**src/rtl/ahb_arbiter.sv**
```systemverilog
// -----------------------------------------------------------------------------
// ahb_arbiter
//
// Round-robin arbiter for a multi-master AHB bus. It decides which master may
// drive the next address phase. Fixed-length bursts (4/8/16 beats) and locked
// sequences are never split. INCR and SINGLE transfers can be preempted on any
// completed beat.
//
// Ports
//   hclk_i          bus clock; all state changes on the rising edge
//   hreset_i        synchronous active-high reset
//   hbusreq_i       per-master bus request
//   hlock_i         per-master locked-access request
//   htrans_i        HTRANS of the current address-phase owner
//   hburst_i        HBURST of the current address-phase owner
//   hready_i        HREADY; state only advances when it is 1
//   hresp_i         HRESP (1 = ERROR); aborts any burst in progress
//   hgrant_o        one-hot grant, registered
//   hmaster_o       index of the address-phase owner, registered
//   hmasterlock_o   the owner's current transfer is locked, registered
// -----------------------------------------------------------------------------
module ahb_arbiter #(
   parameter int NUM_MASTERS    = 4,
   parameter int HMASTER_WIDTH  = 8,
   parameter int DEFAULT_MASTER = 0
) (
   input  logic                     hclk_i,
   input  logic                     hreset_i,
   input  logic [NUM_MASTERS-1:0]   hbusreq_i,
   input  logic [NUM_MASTERS-1:0]   hlock_i,
   input  logic [1:0]               htrans_i,
   input  logic [2:0]               hburst_i,
   input  logic                     hready_i,
   input  logic                     hresp_i,
   output logic [NUM_MASTERS-1:0]   hgrant_o,
   output logic [HMASTER_WIDTH-1:0] hmaster_o,
   output logic                     hmasterlock_o
);

   localparam int IDX_W = (NUM_MASTERS > 1) ? $clog2(NUM_MASTERS) : 1;

   localparam logic [IDX_W-1:0]       DEF_IDX   = IDX_W'(DEFAULT_MASTER);
   localparam logic [NUM_MASTERS-1:0] DEF_GRANT = NUM_MASTERS'(1) << DEFAULT_MASTER;

   localparam logic [1:0] HTRANS_IDLE   = 2'b00;
   localparam logic [1:0] HTRANS_BUSY   = 2'b01;
   localparam logic [1:0] HTRANS_NONSEQ = 2'b10;
   localparam logic [1:0] HTRANS_SEQ    = 2'b11;

   typedef enum logic [1:0] {
      ST_PARK,
      ST_OWN,
      ST_BURST,
      ST_LOCK
   } state_e;

   state_e                    state_q, state_d;
   logic [NUM_MASTERS-1:0]    hgrant_q, hgrant_d;
   logic [HMASTER_WIDTH-1:0]  hmaster_q, hmaster_d;
   logic                      hmasterlock_q, hmasterlock_d;
   logic [4:0]                beat_cnt_q, beat_cnt_d;
   logic [IDX_W-1:0]          rr_ptr_q, rr_ptr_d;

   logic [IDX_W-1:0]          gidx;       // index of the currently granted master
   logic [IDX_W-1:0]          cand [NUM_MASTERS];
   logic [IDX_W-1:0]          winner;
   logic                      req_found;
   logic                      lock_hold;
   logic                      burst_hold;

   // Search order for round-robin: cand[0] is the master just after rr_ptr,
   // cand[NUM_MASTERS-1] is rr_ptr itself (lowest priority).
   generate
      for (genvar gi = 0; gi < NUM_MASTERS; gi++) begin : g_cand
         assign cand[gi] = IDX_W'((int'(rr_ptr_q) + gi + 1) % NUM_MASTERS);
      end
   endgenerate

   // One-hot to index of the current grant.
   always_comb begin
      gidx = '0;
      for (int i = 0; i < NUM_MASTERS; i++) begin
         if (hgrant_q[i]) begin
            gidx = gidx | IDX_W'(i);
         end
      end
   end

   // First requester in round-robin order.
   always_comb begin
      req_found = 1'b0;
      winner    = rr_ptr_q;
      for (int i = 0; i < NUM_MASTERS; i++) begin
         if (!req_found && hbusreq_i[cand[i]]) begin
            req_found = 1'b1;
            winner    = cand[i];
         end
      end
   end

   // Remaining-beat counter. It holds len-1 after the first beat of a fixed
   // burst, so the grant may move on the beat that leaves one beat to go and
   // the next owner's address phase lines up with the final data beat.
   always_comb begin
      beat_cnt_d = beat_cnt_q;
      if (hresp_i || (htrans_i == HTRANS_IDLE)) begin
         beat_cnt_d = 5'd0;
      end else if (htrans_i == HTRANS_NONSEQ) begin
         unique case (hburst_i)
            3'b010, 3'b011: beat_cnt_d = 5'd3;   // WRAP4 / INCR4
            3'b100, 3'b101: beat_cnt_d = 5'd7;   // WRAP8 / INCR8
            3'b110, 3'b111: beat_cnt_d = 5'd15;  // WRAP16 / INCR16
            default:        beat_cnt_d = 5'd0;   // SINGLE / INCR
         endcase
      end else if (htrans_i == HTRANS_SEQ) begin
         if (beat_cnt_q != 5'd0) begin
            beat_cnt_d = beat_cnt_q - 5'd1;
         end
      end else if (htrans_i == HTRANS_BUSY) begin
         beat_cnt_d = beat_cnt_q;
      end
   end

   // hmasterlock_q keeps the grant for one transfer after hlock drops, so the
   // last locked transfer completes before anyone else gets the bus.
   assign lock_hold  = hmasterlock_q | hlock_i[gidx];
   assign burst_hold = (beat_cnt_d > 5'd1);

   always_comb begin
      state_d       = state_q;
      hgrant_d      = hgrant_q;
      hmaster_d     = hmaster_q;
      hmasterlock_d = hmasterlock_q;
      rr_ptr_d      = rr_ptr_q;
      if (hready_i) begin
         hmaster_d     = HMASTER_WIDTH'(gidx);
         hmasterlock_d = hlock_i[gidx];
         if (lock_hold) begin
            state_d = ST_LOCK;
         end else if (burst_hold) begin
            state_d = ST_BURST;
         end else if (req_found) begin
            hgrant_d = NUM_MASTERS'(1) << winner;
            rr_ptr_d = winner;
            state_d  = ST_OWN;
         end else begin
            hgrant_d = DEF_GRANT;
            state_d  = ST_PARK;
         end
      end
   end

   always_ff @(posedge hclk_i) begin
      if (hreset_i) begin
         state_q       <= ST_PARK;
         hgrant_q      <= DEF_GRANT;
         hmaster_q     <= HMASTER_WIDTH'(DEF_IDX);
         hmasterlock_q <= 1'b0;
         beat_cnt_q    <= 5'd0;
         rr_ptr_q      <= DEF_IDX;
      end else if (hready_i) begin
         state_q       <= state_d;
         hgrant_q      <= hgrant_d;
         hmaster_q     <= hmaster_d;
         hmasterlock_q <= hmasterlock_d;
         beat_cnt_q    <= beat_cnt_d;
         rr_ptr_q      <= rr_ptr_d;
      end
   end

   assign hgrant_o      = hgrant_q;
   assign hmaster_o     = hmaster_q;
   assign hmasterlock_o = hmasterlock_q;

endmodule

```
**config.mk**
```make
export PLATFORM = sky130hd
export DESIGN_NAME = ahb_arbiter
export DESIGN_NICKNAME = d
export VERILOG_FILES = /design/src/rtl/ahb_arbiter.sv
export SDC_FILE = /design/constraint.sdc
export NUM_CORES = 1
export LEC_CHECK = 0
export ABC_AREA = 0
export CAP_MARGIN = 20
export CORE_UTILIZATION = 35
export CTS_CLUSTER_SIZE = 10
export DETAILED_ROUTE_END_ITERATION = 10
export GPL_TIMING_DRIVEN = 0
export PLACE_DENSITY = 0.62
export SETUP_SLACK_MARGIN = 0.05
export SKIP_LAST_GASP = 1
export SLEW_MARGIN = 20
export SYNTH_ARGS = -nofsm -noshare
export SYNTH_HDL_FRONTEND = slang
export SYNTH_SLANG_ARGS = --single-unit
```
**constraint.sdc**
```tcl
create_clock -name hclk_i -period 2.44 [get_ports hclk_i]
set_clock_uncertainty 0.2 [all_clocks]
set_input_delay 0.244 -clock hclk_i [delete_from_list [all_inputs] [get_ports hclk_i]]
set_output_delay 0.244 -clock hclk_i [all_outputs]
set_load 0.03 [all_outputs]
```
==> results of run 1 <==
## synthesized netlist by cell type (all sizes together) (2+ instances only)
cell | instances | share of area, %
a2111oi | 2 | 2.0
a211oi | 4 | 3.4
a21oi | 7 | 3.9
a31o | 3 | 2.9
a31oi | 2 | 1.4
a32oi | 2 | 2.0
buf | 7 | 5.6
clkbuf | 3 | 1.3
dfxtp | 14 | 31
inv | 7 | 2.9
mux2i | 3 | 3.4
nand2 | 13 | 5.4
nand2b | 2 | 1.4
nand3 | 3 | 1.7
nand4bb | 2 | 2.5
nor2 | 14 | 5.9
nor2b | 3 | 2.1
nor4 | 3 | 2.1
o21a | 3 | 2.5
o21ai | 6 | 3.4
or4 | 2 | 1.7
## registers in the layout (all words and copies together), names as in the netlist
register	flops
hmasterlock_o	1
hmaster_o	2
rr_ptr_q	2
beat_cnt_q	5
hgrant_o	4
## power groups by stage
stage / Sequential [mW] / Combinational (mW) / Clock [mW]
floorplan: 0.268 / 0.0831 / 0
global route: 0.251 / 0.194 / 0.153
finish: 0.249 / 0.177 / 0.136
global placement: 0.256 / 0.151 / 0
detailed placement: 0.256 / 0.153 / 0
CTS: 0.249 / 0.164 / 0.141
## critical path, stage by stage (launching register included)
cell	delay (ns)
dfxtp_4	0.36
inv_4	0.05
ha_4	0.14
nand4bb_4	0.13
and3_4	0.17
or4_1	0.39
a2111o_1	0.35
or4_1	0.42
a21oi_1	0.12
## per-stage QoR
step / TNS [ns] / cell area (µm²)
4_1_cts: 0 / 1250
3_5_place_dp: -3.32 / 1170
2_1_floorplan: 0 / 925
6_report: 0 / 1300
5_1_grt: -0.115 / 1300
3_3_place_gp: -3.29 / 1170
## cell families (layout without fill, tap and decap cells)
family          after synthesis  count (layout)
fa+ha+maj                     1               1
simple gates                 46              46
mux                           3               3
buf+inv                      17              46
other cells                   1               6
compound gates               36              36
flops                        14              14
## path summary, 6_finish.rpt
kind,slack [ns],cells after the start,to
worst max register to register,0.04,8,hgrant_o[1]$_SDFFE_PP0P_
worst min-delay path,0.23,5,beat_cnt_q[0]$_SDFFE_PP0P_
worst min register to register,0.29,2,hmaster_o[1]$_SDFFE_PP0P_
worst max-delay path,0.04,8,hgrant_o[1]$_SDFFE_PP0P_
## timing repair
| item | in CTS | in global routing |
|---|---|---|
| gates cloned | 0 | 0 |
| hold buffers | 0 | 0 |
| gates resized for setup | 12 | 9 |
| buffers inserted | 3 | 1 |
| endpoints found under the setup margin | 6 | 6 |
## final cells by class
class	instances	share of cell area, %
multi-input combinational	92	47.0
sequential	14	22.5
timing repair buffer	25	18.3
buffer	10	5.28
tap	28	2.69
inverter	7	2.21
clock buffer	4	2.02
## per-layer routing
metal | wire [µm] | up-vias | global-route usage [%] | part of all wire, %
met5 | 0 | - | 0 | 0
met4 | 34 | 0 | 7.02 | 1.6
met3 | 74 | 6 | 1.74 | 3.4
met2 | 1010 | 24 | 29.7 | 47
met1 | 1030 | 463 | 22.8 | 48
li1 | - | 491 | - | -
## placed cells by master, fill, tap and decap left out, drive strengths merged, types with 2 or more instances in the layout
| cell type | synthesis | final |
|---|---|---|
| o21ai | 6 | 6 |
| a31o | 3 | 3 |
| nand3 | 3 | 3 |
| a32oi | 2 | 2 |
| conb | 1 | 6 |
| o21a | 3 | 3 |
| nand4bb | 2 | 2 |
| nand2 | 13 | 13 |
| a21oi | 7 | 7 |
| clkdlybuf4s50 | 0 | 20 |
| or4 | 2 | 2 |
| mux2i | 3 | 3 |
| inv | 7 | 7 |
| nor4 | 3 | 3 |
| clkbuf | 3 | 6 |
| nor2b | 3 | 3 |
| a31oi | 2 | 2 |
| nor2 | 14 | 14 |
| nand2b | 2 | 2 |
| buf | 7 | 12 |
| dfxtp | 14 | 14 |
| a2111oi | 2 | 2 |
| a211oi | 4 | 4 |
==> run metrics, run 1 <==
multiplexer share of the synthesized area 3.35%; largest net degree at the start of global routing 11; Chip Width 52.6 µm; Synth Area in Adders 1.40%; share of cells above drive strength 1 22.4%; Rel. slew slack 33.1%; core area 2320 µm²; H-tree lvl count 1; drc violations 0; PwrDens 431 nW/µm²; Worst-path clk slew 0.08 ns; beginning of the worst hold path htrans_i[0]; placed cell count 172; Logic pwr share 31.4%; Main synth FF type dfxtp_1; Synth Area in XOR/XNOR 0%; Place WS -0.626 ns; worst vdd ir 0.306 mV; Multi-input gate area 613 µm²; Syn Area/Cell 7.59 µm²; final std cells w/o fill 180; final core utilization 56.2%; 1st-iter DRT viols 19; RSZ-0062 raised after global routing yes; die area 2770 µm²; static leakage 0.484 nW; Critical Path Sink Type register; #FFs+latches synth 14; initial antenna violation count 0; Seq/Total Area, Yosys 31.3%; FMAX 416 MHz; Tcrit/Tclk final 98.4%; Vias per Instance 5.47; asr flop ratio synth 0%; reg2reg start beat_cnt_q[1]$_SDFFE_PP0P_; Root Buffer Master clkbuf_4; WL final 2150 µm; EDFF count, synth 0; die height 52.6 µm; Starting Density 38.6%; Pre-antenna DRT Iters 4; Worst Slack Setup Final 0.0388 ns; Worst Setup SP beat_cnt_q[1]$_SDFFE_PP0P_; Compound-Gate Fraction of Synth Area 28.4%; critical path type register to register; NumNets Final 171; vias 984; Psw 0.178 mW; CTS Buffer Depth 2; io pins 30; clock sinks 14; Tot Pwr 0.562 mW; Fill cells 224; Simple-Gate Fraction of Synth Area 25.4%; status complete, no violations; worst hold path class primary input to register; CTS buffer count 3; remaining antenna violation count after routing 0; via count of the first global-routing pass 891; Data arrival, critical path 2.41 ns; Clock Latency Late Sink 0.28 ns; global-route usage over all layers 17.6%; Worst-Margin Slew 0.994 ns; Final Max Tran Viols 0; synthesized cell area 896 µm²; Clk pwr share 24.3%; Required @ worst endpoint 2.45 ns; flip-flop and latch area 293 µm²; Detailed Place HPWL 1580 µm; I/O Buffers 21; Yosys warning count 0; hold slack 0.235 ns; synthesis-to-layout area growth 45.5%; Worst Setup Start Kind register; synth unique cells 35; Cells after Synth 118; crit path max fanout 3; GR Overflow Total 0; Seq pwr share 44.3%; number of core rows 17; switching part of the total 31.6%; number of max-cap violations 0; Final Hold Fails 0; internal power 0.384 mW; CTS tree done; Tmin final 2.40 ns; number of diodes 0; drt wl/cell 11.9 µm; largest family of logic cells by synthesized area compound AO/OA/AOI/OAI gates; first-pass GRT wire length 3680 µm; Setup-failing EPs final 0; RD Place Congestion 0.786
(Power assumes the default switching activity.)
==> run 2: changes to the inputs <==
- TNS_END_PERCENT: unset -> 50
==> run metrics, run 2 (same netlist as run 1, synthesis figures left out) <==
RD Place Congestion 0.786 (unchanged); Critical R2R Capture hgrant_o[1]$_SDFFE_PP0P_; largest net degree at the start of global routing 11 (unchanged); vias 986 (+0.20%); static leakage 0.483 nW (-0.27%); 1st-iter DRT viols 32 (+13); global-route usage over all layers 17.6% (unchanged); flip-flop and latch area 293 µm² (unchanged); reg2reg path depth 8 (unchanged); worst vdd ir 0.307 mV (+0.60%); crit path max fanout 3 (unchanged); core area 2320 µm² (unchanged); clock sinks 14 (unchanged); Worst Slack Setup Final 0.0389 ns (+0.0000782 ns); Data arrival, critical path 2.40 ns (about the same); hold slack 0.237 ns (+0.00261 ns); Worst-path clk slew 0.08 ns (about the same); Rel. slew slack 33.4% (+0.23 points); Tcrit/Tclk final 98.4% (about the same); commonest non-fill, non-tap cell in the layout clkdlybuf4s50_1; Worst-Margin Slew 0.991 ns (-0.00345 ns); Fill cells 226 (+0.89%); Worst Setup Start Kind register; Place WS -0.626 ns (unchanged); WL final 2130 µm (-0.70%); CTS tree done; placed cell count 172 (unchanged); die height 52.6 µm (unchanged); synthesis-to-layout area growth 44.4%; CTS Buffer Depth 2 (unchanged); Multi-input gate area 603 µm² (-1.6%); io pins 30 (unchanged); critical path type register to register; Detailed Place HPWL 1580 µm (unchanged); number of diodes 0 (unchanged); hold buffers post-CTS 0 (unchanged); Final Max Tran Viols 0 (unchanged); Most flops, register beat_cnt_q; NumNets Final 171 (unchanged); FMAX 416 MHz (about the same); CTS buffer count 3 (unchanged); max FFs per register 5 (unchanged); Vias per Instance 5.48 (+0.20%); RSZ-0062 raised after global routing yes; PwrDens 433 nW/µm² (+0.40%); number of core rows 17 (unchanged); GR Overflow Total 0 (unchanged); Starting Density 38.6% (unchanged); Root Buffer Master clkbuf_4; Clock Latency Late Sink 0.27 ns (about the same); drc violations 0 (unchanged); Final Instance Area 1290 µm² (-0.77%); number of max-cap violations 0 (unchanged); Tmin final 2.40 ns (-0.0000782 ns); Placement Cell Area 1170 µm² (unchanged); Critical Path Sink Type register; Tot Pwr 0.560 mW (-0.37%); first-pass GRT wire length 3680 µm (unchanged); hold path depth 5 (unchanged); die area 2770 µm² (unchanged); Final Hold Fails 0 (unchanged); share of cells above drive strength 1 21.1% (-1.3 points); drt wl/cell 11.9 µm (-0.70%); remaining antenna violation count after routing 0 (unchanged); status complete, no violations; I/O Buffers 21 (unchanged); Setup-failing EPs final 0 (unchanged); setup TNS 0 ns (unchanged); initial antenna violation count 0 (unchanged); Required @ worst endpoint 2.44 ns (about the same); worst hold path class primary input to register; Pre-antenna DRT Iters 4 (unchanged); Min-Delay Endpoint beat_cnt_q[0]$_SDFFE_PP0P_; beginning of the worst hold path htrans_i[0]; final std cells w/o fill 180 (unchanged); Chip Width 52.6 µm (unchanged); final core utilization 55.8% (-0.43 points); R2R Setup Slk 0.04 ns (about the same); commonest cells after routing, fill and taps aside clkdlybuf4s50_1 (20), nor2_1 (14), nand2_1 (13); via count of the first global-routing pass 891 (unchanged); H-tree lvl count 1 (unchanged); reg2reg start beat_cnt_q[1]$_SDFFE_PP0P_
## run 2: cell counts in the layout (fill, tap and decap cells not counted)
No cell type changed its count.
## run 2: metal layers
layer	part of all wire [%]	GRT usage [%]	up-vias
li1	-	-	491
met4	1.0	7.02	0
met5	0	0	-
met2	47	29.7	33
met1	47	22.8	458
met3	4.7	1.74	4
## run 2: repair_timing
item,in CTS,in global routing
setup buffers,3,1
resized for setup,12,7
setup endpoints to repair,6,6
## run 2: how the worst max path moves through the flow
stage                                          end  depth (start not counted)  slack, ns                        from
after detailed placement  hgrant_o[3]$_SDFFE_PP0P_                          8      -0.63                 htrans_i[1]
after CTS                 rr_ptr_q[0]$_SDFFE_PP0P_                          8       0.01  beat_cnt_q[1]$_SDFFE_PP0P_
after global routing      hgrant_o[1]$_SDFFE_PP0P_                          6      -0.06    hgrant_o[1]$_SDFFE_PP0P_
after global placement    hgrant_o[3]$_SDFFE_PP0P_                          8      -0.62                 htrans_i[1]
final                     hgrant_o[1]$_SDFFE_PP0P_                          8       0.04  beat_cnt_q[1]$_SDFFE_PP0P_
after floorplan           hgrant_o[0]$_SDFFE_PP1P_                          9       0.07  beat_cnt_q[1]$_SDFFE_PP0P_
## run 2: where the power goes
part	total (mW)	internal [mW]	switching, mW
sequential	0.249	0.238	0.0105
clock	0.136	0.0633	0.0730
combinational	0.175	0.0821	0.0925
total	0.560	0.384	0.176
## run 2: critical path, stage by stage (launching register included)
cell	delay, ns
dfxtp_4	0.36
inv_4	0.05
ha_4	0.14
nand4bb_4	0.13
and3_4	0.17
or4_1	0.39
a2111o_1	0.35
or4_1	0.42
a21oi_1	0.12
## run 2: final cells by class
type	count	area share, %
clock buffers	4	2.03
flip-flops and latches	14	22.6
inverters	7	2.22
well taps	28	2.71
plain buffers	10	5.32
repair buffers	25	18.5
multi-input cells	92	46.6
==> run 3: changes to the inputs <==
- DONT_BUFFER_PORTS: unset -> 1
- PLACE_DENSITY: 0.62 -> 0.47
- TNS_END_PERCENT: 50 -> 30
==> run metrics, run 3 (same netlist as run 1, synthesis figures left out) <==
Data arrival, critical path 2.56 ns (+0.16 ns); setup TNS -0.353 ns (-0.353 ns); GRT met2 Usage 29.7% (unchanged); layer with the highest usage met2; drt wl/cell 13.3 µm (+12%); die area 2770 µm² (unchanged); Psw 0.172 mW (-2.1%); Final Hold Fails 0 (unchanged); beginning of the worst hold path hready_i; Setup-failing EPs final 6 (+6); Rel. slew slack 30.3% (-3.1 points); CTS buffer count 3 (unchanged); Seq pwr share 47.7% (+3.2 points); via count of the first global-routing pass 785 (-12%); CTS Buffer Depth 2 (unchanged); global-route usage over all layers 16.3% (-1.4 points); Pre-antenna DRT Iters 5 (+1); largest net degree at the start of global routing 11 (unchanged); static leakage 0.419 nW (-13%); Detailed Place HPWL 1550 µm (-1.9%); Required @ worst endpoint 2.46 ns (+0.02 ns); 1st-iter DRT viols 11 (-66%); Tcrit/Tclk final 104% (+5.8 points); RD Place Congestion 0.812 (+3.3%); number of diodes 0 (unchanged); Critical Path Sink Type register; Tot Pwr 0.553 mW (-1.2%); final core utilization 47.2% (-8.6 points); Logic pwr share 21.1% (-10 points); H-tree lvl count 1 (unchanged); critical path type register to register; met3 usage 6.09% (+4.3 points); hold path depth 2 (-3); commonest cells after routing, fill and taps aside nor2_1 (14), nand2_1 (13), buf_4 (12); GR Overflow Total 0 (unchanged); core area 2320 µm² (unchanged); status finished, violations left; Worst Slack Setup Final -0.104 ns (-0.143 ns); Tmin final 2.54 ns (+0.143 ns); PwrDens 505 nW/µm² (+17%); hold slack 0.0166 ns (-0.221 ns); switching part of the total 31.2% (-0.30 points); synthesis-to-layout area growth 22.2%; Min-Delay Endpoint hmasterlock_o$_SDFFE_PP0P_; Placement Cell Area 960 µm² (-18%); worst vdd ir 0.334 mV (+8.5%); reg2reg path depth 8 (unchanged); vias 884 (-10%); Critical R2R Capture hgrant_o[1]$_SDFFE_PP0P_; first-pass GRT wire length 3260 µm (-11%); violated checks setup timing; Starting Density 38.6% (unchanged); drc violations 0 (unchanged); commonest non-fill, non-tap cell in the layout nor2_1; RSZ-0062 raised after global routing yes; final std cells w/o fill 162 (-10%); placed cell count 151 (-12%); Final Max Tran Viols 0 (unchanged); remaining antenna violation count after routing 0 (unchanged); number of max-cap violations 0 (unchanged); CTS tree done; share of cells above drive strength 1 25.4% (+4.3 points); crit path max fanout 4 (+1); internal power 0.381 mW (-0.76%); NumNets Final 153 (-11%); Final Instance Area 1090 µm² (-15%); Chip Width 52.6 µm (unchanged); Most flops, register beat_cnt_q; Clk pwr share 31.2% (+6.8 points); die height 52.6 µm (unchanged); met1 Track Usage GR 17.3% (-5.4 points); number of core rows 17 (unchanged); Place WS -0.243 ns (+0.384 ns); WL final 2150 µm (+0.61%); worst hold path class primary input to register; io pins 30 (unchanged); Clock Latency Late Sink 0.28 ns (about the same); Worst-Margin Slew 1.04 ns (+0.0456 ns); clock sinks 14 (unchanged); reg2reg start beat_cnt_q[1]$_SDFFE_PP0P_; max FFs per register 5 (unchanged); I/O Buffers 0 (-100%); initial antenna violation count 0 (unchanged); FMAX 393 MHz (-5.6%); Worst-path clk slew 0.09 ns (about the same); Vias per Instance 5.46 (-0.38%); Worst Setup Start Kind register; Root Buffer Master clkbuf_4; R2R Setup Slk -0.10 ns (-0.14 ns)
run 3: what timing repair did:
action                                  CTS  global route
resized for setup                         7             8
hold buffers                              2             0
endpoints found under the setup margin    6             6
buffers inserted                          0             5
endpoints found under the hold margin     5             0
pin swaps                                 1             3
run 3: worst max-delay path by stage:
stage	from	slack, ns	depth (start not counted)	endpoint
after floorplan	beat_cnt_q[1]$_SDFFE_PP0P_	0.07	9	hgrant_o[0]$_SDFFE_PP1P_
after global placement	beat_cnt_q[1]$_SDFFE_PP0P_	-0.27	9	hgrant_o[3]$_SDFFE_PP0P_
after detailed placement	beat_cnt_q[1]$_SDFFE_PP0P_	-0.24	9	hgrant_o[3]$_SDFFE_PP0P_
after CTS	beat_cnt_q[1]$_SDFFE_PP0P_	-0.06	8	rr_ptr_q[0]$_SDFFE_PP0P_
after global routing	beat_cnt_q[1]$_SDFFE_PP0P_	-0.20	8	hgrant_o[1]$_SDFFE_PP0P_
final	beat_cnt_q[1]$_SDFFE_PP0P_	-0.10	8	hgrant_o[1]$_SDFFE_PP0P_
run 3: layer usage:
layer  share of wire (%)  wire, µm
met3                 6.4       137
met1                  43       925
met2                  50      1070
met5                   0         0
met4                0.65        14
run 3: area by class of cell:
cell class                 instances  area, µm²
timing repair buffer               7       57.6
tap                               28       35.0
clock buffer                       4       36.3
multi-input combinational         92        581
buffer                            10       65.1
inverter                           7       26.3
sequential                        14        294
fill                             248       1220
run 3: power groups by stage:
stage	combinational (mW)	sequential (mW)	clock [mW]
finish	0.117	0.264	0.173
global route	0.130	0.266	0.188
CTS	0.105	0.266	0.176
detailed placement	0.0971	0.271	0
global placement	0.0963	0.271	0
floorplan	0.0831	0.268	0
run 3: critical path, stage by stage (launching register included):
cell       delay (ns)
dfxtp_4          0.36
inv_2            0.06
ha_4             0.15
nand4bb_1        0.15
and3_1           0.21
or4_1            0.39
a2111o_1         0.40
or4_4            0.43
a21oi_2          0.12
